[src/rtl/tex_block_fill_ctrl.sv]
// tex_block_fill_ctrl: fetches one 32-word SDRAM burst holding a 4x4 RGBA8888 block
// and writes its 16 texels to the texel cache as RGBA5652.
module tex_block_fill_ctrl (
  input  logic        clk,
  input  logic        rst_n,
  input  logic        fill_req_i,
  input  logic [23:0] fill_addr_i,
  output logic        fill_busy_o,
  output logic        fill_done_o,
  output logic        mem_req_o,
  output logic [23:0] mem_addr_o,
  output logic [5:0]  mem_burst_len_o,
  input  logic        mem_ack_i,
  input  logic [15:0] mem_rdata_i,
  input  logic        mem_rvalid_i,
  output logic        cache_we_o,
  output logic [3:0]  cache_widx_o,
  output logic [17:0] cache_wdata_o
);
  typedef enum logic [2:0] {IDLE, REQ, RECV, WRITE, DONE} state_t;
  state_t       state_q, state_d;
  logic [23:0]  addr_q, addr_d;
  logic [4:0]   word_q, word_d;
  logic [3:0]   tex_q, tex_d;
  logic [511:0] buf_q;
  logic [31:0]  texel;
  always_ff @(posedge clk or negedge rst_n)
    if (!rst_n) begin
      state_q <= IDLE;
      addr_q  <= '0;
      word_q  <= '0;
      tex_q   <= '0;
    end else begin
      state_q <= state_d;
      addr_q  <= addr_d;
      word_q  <= word_d;
      tex_q   <= tex_d;
    end
  // The block buffer is fully rewritten by every fill, so it carries no reset.
  always_ff @(posedge clk)
    if (state_q == RECV && mem_rvalid_i) buf_q[{word_q, 4'd0} +: 16] <= mem_rdata_i;
  always_comb begin
    state_d = state_q;
    addr_d  = addr_q;
    word_d  = word_q;
    tex_d   = tex_q;
    case (state_q)
      IDLE: if (fill_req_i) begin
        state_d = REQ;
        addr_d  = fill_addr_i;
      end
      REQ:  if (mem_ack_i) state_d = RECV;
      RECV: if (mem_rvalid_i) begin
        word_d  = word_q + 5'd1;
        state_d = word_q == 5'd31 ? WRITE : RECV;
      end
      WRITE: begin
        tex_d   = tex_q + 4'd1;
        state_d = tex_q == 4'd15 ? DONE : WRITE;
      end
      default: state_d = IDLE;
    endcase
  end
  assign texel           = buf_q[{tex_q, 5'd0} +: 32];
  assign fill_busy_o     = state_q != IDLE;
  assign fill_done_o     = state_q == DONE;
  assign mem_req_o       = state_q == REQ;
  assign mem_addr_o      = mem_req_o ? addr_q : '0;
  assign mem_burst_len_o = 6'd32;
  assign cache_we_o      = state_q == WRITE;
  assign cache_widx_o    = cache_we_o ? tex_q : '0;
  assign cache_wdata_o   = cache_we_o ? {texel[7:3], texel[15:10], texel[23:19], texel[31:30]} : '0;
endmodule

[config.mk]
export PLATFORM = sky130hd
export DESIGN_NAME = tex_block_fill_ctrl
export DESIGN_NICKNAME = d
export VERILOG_FILES = /design/src/rtl/tex_block_fill_ctrl.sv
export SDC_FILE = /design/constraint.sdc
export NUM_CORES = 1
export LEC_CHECK = 0
export CORE_MARGIN = 2
export CORE_UTILIZATION = 35
export DETAILED_ROUTE_END_ITERATION = 10
export PLACE_DENSITY_LB_ADDON = 0.3
export SETUP_SLACK_MARGIN = 0.05
export SLEW_MARGIN = 15
export SYNTH_ARGS = -nofsm -noshare
export SYNTH_HDL_FRONTEND = slang
export SYNTH_SLANG_ARGS = --single-unit
[constraint.sdc]
create_clock -name clk -period 6.4 [get_ports clk]
set_input_delay 1.28 -clock clk [delete_from_list [all_inputs] [get_ports clk]]
set_output_delay 1.28 -clock clk [all_outputs]
set_load 0.01 [all_outputs]
==> results.ini, run 1 <==
[outcome]
status=finished, final reports clean

[final_layout]
drive_above_1_share=0.182
seqCellArea_um2=9560
n_antenna_cell=0
multiInputGateArea_um2=5090
final_net_count=1214
area_growth_pct=18.3
nFillCells=3859

[synth]
synth_common_cells=edfxtp_1, nor2_1, and2_1, nand2_1, mux4_2
synth_compound_gate_area_share=0.0137
ys_seq_elements=324
yosysMostFrequentCell=edfxtp_1
synth_top_area_share=0.581
yosys-top-cells-area=edfxtp_1, mux4_2, nor2_1
synth_top_area_cell=edfxtp_1
synthCells=1077
synthFlopType=edfxtp_1
yosys.area_share.simple=0.150
synth_xor_xnor_area_share=0.00580
async_reset_ff_frac=0.111
yosys.area_share.adder=0.00672
avgSynthCellArea_um2=13.8
yosys.cell_types.count=47
ys_seq_area_frac=0.641
synth_edf_count=288
synth_top_family_by_area=multiplexers
synth_area_um2=14900
synth_warnings=0
synthMuxAreaShare=0.155

[timing]
timing.final.crit_share=0.767
period_minus_slack_ns=4.91
drv_slew=0
worstMarginPinSlew_ns=1.28
setup_viol=0
fin_tns_setup_ns=0
fmax_ghz=0.204
rsz0062_at_grt=no
hold_violations=0
maxSlewHeadroom=0.138
skew_ns=0.0142

[floorplan]
fp.dieW_um=210
num_io_pins=101
design.die.area_um2=44200
coreArea_um2=41900
num_rows=75
die_h_um=210
initial_utilization=0.355

[routing]
viasPerCell=5.32
drt-pass1-iter-count=5
antenna_left=0
routed_wl_um=40200
wl_per_cell_um=23.3
drt-initial-drc-count=792
route.detailed.drc=0
num_vias=9176

[grt]
track_usage=0.186
grt_pass1_vias=9505
antenna_found_initial=0
grt_pass1_wl_um=59700
grt-ovfl-total=0
grt_max_degree=62

[clocking]
clk-insertion-delay-late_ns=0.54
cts.hold.buffers_added=0
cts_setup_buffers=0
clock_path_buffers=3
cts_made_buffers=38
clk_pin_slew_ns=0.05
cts_tree=yes
htreeDepth=2
cts.sinks=324
cts_root_buf=clkbuf_16
cts_resized=0

[critical_path]
worstPathMaxFanout=18
worstSetupEndpointType=primary output
start_kind=flop
critPathArrivalTime_ns=3.63
required_ns=5.12
path_class=reg -> out

[power]
p_total_uw=7690
peakVddDrop_mv=0.387
p_leak_uw=0.00610
power.density_nw_per_um2=436

[hold_path]
min_path_type=reg -> reg

[place]
hpwl_um=24600
numPortBuffers=89
place_congestion=0.784

[job]
maxCapViolations=0

## routing by layer
layer,track usage,share of wire,vias to the layer above,wire [um]
li1,-,-,4070,-
met1,0.240,0.41,4684,16300
met2,0.317,0.50,353,20000
met3,0.0341,0.071,69,2860
met4,0.0597,0.025,0,988
met5,0,0,-,0
## through the flow
| stage | instances | hold slack [ns] | area, um^2 | setup WS, ns | utilization |
|---|---|---|---|---|---|
| final | 1726 | 0.494 | 17600 | 1.49 | 0.420 |
| after global routing | 1726 | 0.502 | 17600 | 1.17 | 0.420 |
| after CTS | 1725 | 0.500 | 17600 | 1.42 | 0.420 |
| after detailed placement | 1659 | 0.487 | 16500 | 2.00 | 0.393 |
| after global placement | 1659 | 0.482 | 16500 | 1.98 | 0.393 |
| after floorplan | 1081 | 0.472 | 14900 | 3.11 | - |
## final timing paths
| kind | startpoint | endpoint | slack (ns) | cells after the start |
|---|---|---|---|---|
| max | state_q[0] | cache_wdata_o[14] | 1.49 | 4 |
| min in group asynchronous | rst_n | addr_q[8] | 0.85 | 1 |
| max in group asynchronous | rst_n | tex_q[0] | 4.92 | 1 |
| max reg2reg | word_q[0] | buf_q[68] | 2.32 | 6 |
| min reg2reg | addr_q[13] | addr_q[13] | 0.49 | 1 |
| min | addr_q[13] | addr_q[13] | 0.49 | 1 |
## area by class of cell
type / count / area share
clock inverters: 19 / 0.00653
well taps: 539 / 0.0383
multi-input cells: 669 / 0.289
inverters: 4 / 0.000852
flip-flops and latches: 324 / 0.542
clock buffers: 47 / 0.0571
repair buffers: 124 / 0.0663
## cell usage in the layout (no fill, tap or decap), types with 3 or more instances in the layout
cell | synthesis | routed
nor2_2 | 0 | 3
nand3_1 | 4 | 4
clkbuf_16 | 0 | 39
nand2_1 | 77 | 76
xnor2_1 | 6 | 6
clkbuf_1 | 32 | 8
mux2i_1 | 37 | 36
buf_4 | 6 | 33
clkdlybuf4s50_1 | 0 | 88
and3_1 | 8 | 8
inv_1 | 4 | 4
o22ai_1 | 18 | 18
nor2_1 | 249 | 246
mux4_2 | 73 | 73
ha_1 | 8 | 8
dfrtp_1 | 36 | 33
clkinv_2 | 0 | 6
nor3_2 | 3 | 9
conb_1 | 2 | 6
edfxtp_1 | 288 | 288
mux2_2 | 26 | 26
clkinv_1 | 0 | 10
nor3_1 | 22 | 12
and2_1 | 84 | 84
nor3_4 | 0 | 4
nand2b_1 | 8 | 8
nor2b_1 | 5 | 5
## power breakdown
| group | total (uW) | internal (uW) | switching, uW | leakage [uW] |
|---|---|---|---|---|
| logic | 2810 | 1170 | 1640 | 0.00225 |
| clock network | 2010 | 1150 | 854 | 0.000552 |
| registers | 2870 | 2510 | 359 | 0.00330 |
## worst max-delay path: stages, from the launching register on
cell and delay, ns:
dfrtp_1 0.54, and3b_1 0.50, nand2_1 0.79, o22ai_1 0.62
clkdlybuf4s50_1 0.63
## kinds of logic (layout without fill, tap and decap cells)
family,count (synthesis),in the layout
buffers and inverters,88,194
adder cells (fa/ha/maj),8,8
XOR/XNOR,9,9
multiplexers,136,136
flip-flops,324,324
AO/OA/AOI/OAI,30,30
other,2,6
AND/OR/NAND/NOR,480,480
## state kept, by name, summed over array words and instances, names as in the netlist
signal	count
word_q	5
state_q	3
tex_q	4
addr_q	24
buf_q	288
Note: power is estimated with default switching activity, not from simulation.
==> run 2, diff against run 1 <==
- clock period: 6.4 -> 4.7 ns (I/O delays scaled with it)
==> run 2 against run 1 <==
Against the previous run: worst setup slack lost 0.94 ns; final cell count up 1.1%; register-to-register slack worse by 1.0 ns; utilization increased by 0.43 points; critical path type unchanged; largest cell class unchanged.
==> results.ini, run 2 (synthesized netlist as in run 1, its figures left out) <==
[outcome]
status=finished, final reports clean

[critical_path]
critPathArrivalTime_ns=3.21  ; -0.42 ns
worstPathMaxFanout=68  ; +50
path_class=reg -> out
required_ns=3.76  ; -1.36 ns
critPathMaxStageDelay_ns=1.14  ; +0.35 ns
start_kind=flop
worstSetupEndpointType=primary output
cp_slowest_cell=dfrtp_4
worstPathCellList=buf_4 -> mux4_2 -> mux2i_1 -> o22ai_1 -> clkdlybuf4s50_1

[power]
intPower_uw=6750  ; +40%
p_clk_frac=0.268  ; +0.007
p_switching_uw=3830  ; +34%
pwr-share-seq=0.361  ; -0.013
p_leak_uw=0.00621  ; +1.9%
peakVddDrop_mv=0.384  ; -0.83%
power.share.combinational=0.372  ; +0.007
power.density_nw_per_um2=594  ; +36%
p_total_uw=10600  ; +38%
swShare=0.362  ; -0.00905

[timing]
fin_tns_setup_ns=0  ; unchanged
rsz0062_at_grt=no
timing.final.crit_share=0.882
worstMarginPinSlew_ns=1.10  ; -0.186 ns
skew_ns=0.0242  ; +0.0100 ns
period_minus_slack_ns=4.15
maxSlewHeadroom=0.266  ; +0.128
hold_violations=0  ; unchanged
drv_slew=0  ; unchanged
setup_viol=0  ; unchanged
holdWs_ns=0.495  ; +0.000890 ns
fmax_ghz=0.241

[floorplan]
die_h_um=210  ; unchanged
fp.dieW_um=210  ; unchanged
coreArea_um2=41900  ; unchanged
num_rows=75  ; unchanged
num_io_pins=101  ; unchanged
initial_utilization=0.355  ; unchanged
design.die.area_um2=44200  ; unchanged

[routing]
viasPerCell=5.23  ; -1.6%
route.detailed.drc=0  ; unchanged
routed_wl_um=40300  ; +0.13%
drt-pass1-iter-count=5  ; unchanged
num_vias=9126  ; -0.54%
wl_per_cell_um=23.1  ; -0.96%
antenna_left=0  ; unchanged
drt-initial-drc-count=884  ; +12%

[clocking]
cts_resized=0  ; unchanged
clk-insertion-delay-late_ns=0.55  ; about the same
cts_root_buf=clkbuf_16
cts_tree=yes
clk_pin_slew_ns=0.06  ; about the same
clock_path_buffers=3  ; unchanged
cts_setup_buffers=0  ; unchanged
htreeDepth=2  ; unchanged
cts_made_buffers=38  ; unchanged
cts.sinks=324  ; unchanged
cts.hold.buffers_added=0  ; unchanged

[final_layout]
largest_register_ffs=288  ; unchanged
final_net_count=1234  ; +1.6%
n_antenna_cell=0  ; unchanged
drive_above_1_share=0.195  ; +0.0129
final_util=0.424  ; +0.00429
reg_top3=buf_q: 288 flops, addr_q: 24 flops, word_q: 5 flops
area_growth_pct=19.5
largest-register=buf_q
layout_commonest_cell=edfxtp_1
final_cell_mix=edfxtp_1, nor2_1, clkdlybuf4s50_1
nFillCells=3783  ; -2.0%

[grt]
grt_max_degree=69  ; +11%
grt_pass1_wl_um=60200  ; +0.83%
grt-ovfl-total=0  ; unchanged
grt_pass1_vias=9488  ; -0.18%
antenna_found_initial=0  ; unchanged
track_usage=0.187  ; +0.00103

[place]
hpwl_um=25900  ; +5.4%
numPortBuffers=89  ; unchanged
place_congestion=0.824  ; +5.0%

[hold_path]
min_path_type=reg -> reg

[job]
maxCapViolations=0  ; unchanged

-- run 2: critical path: cells and delay by family (launching register included) --
kind	cells	cell delay (ns)
flops	1	1.14
buf+inv	2	0.82
mux	2	0.56
compound gates	1	0.13
-- run 2: path summary, 6_finish.rpt --
| path | from | end | slack, ns | cells past startpoint |
|---|---|---|---|---|
| worst max-delay path | tex_q[1] | cache_wdata_o[7] | 0.55 | 5 |
| worst min-delay path | addr_q[6] | addr_q[6] | 0.50 | 1 |
| worst max register to register | word_q[1] | buf_q[239] | 1.32 | 8 |
| worst min register to register | addr_q[6] | addr_q[6] | 0.50 | 1 |
| max in group asynchronous | rst_n | tex_q[0] | 3.53 | 1 |
| min in group asynchronous | rst_n | word_q[4] | 0.52 | 1 |
-- run 2: power by group through the flow --
stage / Clock [uW] / Combinational [uW] / Sequential (uW)
floorplan: 0 / 2780 / 3560
global placement: 0 / 3920 / 3870
detailed placement: 0 / 3950 / 3890
CTS: 2890 / 3970 / 3830
global route: 3000 / 4240 / 3870
finish: 2830 / 3930 / 3820
-- run 2: layout make-up --
| class | count | area [um^2] | area share |
|---|---|---|---|
| clock buffers | 46 | 1000 | 0.0563 |
| clock inverters | 19 | 174 | 0.00977 |
| well taps | 539 | 674 | 0.0379 |
| multi-input cells | 669 | 5050 | 0.284 |
| inverters | 4 | 15.0 | 0.000843 |
| repair buffers | 144 | 1330 | 0.0748 |
| flip-flops and latches | 324 | 9560 | 0.537 |
-- run 2: through the flow --
stage	cells	setup slack [ns]	instance area (um^2)
floorplan	1081	1.41	14900
global placement	1679	1.00	16600
CTS	1744	0.466	17800
finish	1745	0.553	17800
detailed placement	1679	1.03	16600
global route	1745	0.427	17800
-- run 2: layer usage --
metal  global-route usage  wire length [um]  vias to the layer above
met5                    0                 0                        -
met4               0.0660              1110                        0
met3               0.0302              2560                       65
met2                0.311             19800                      327
met1                0.249             16800                     4618
li1                     -                 -                     4116
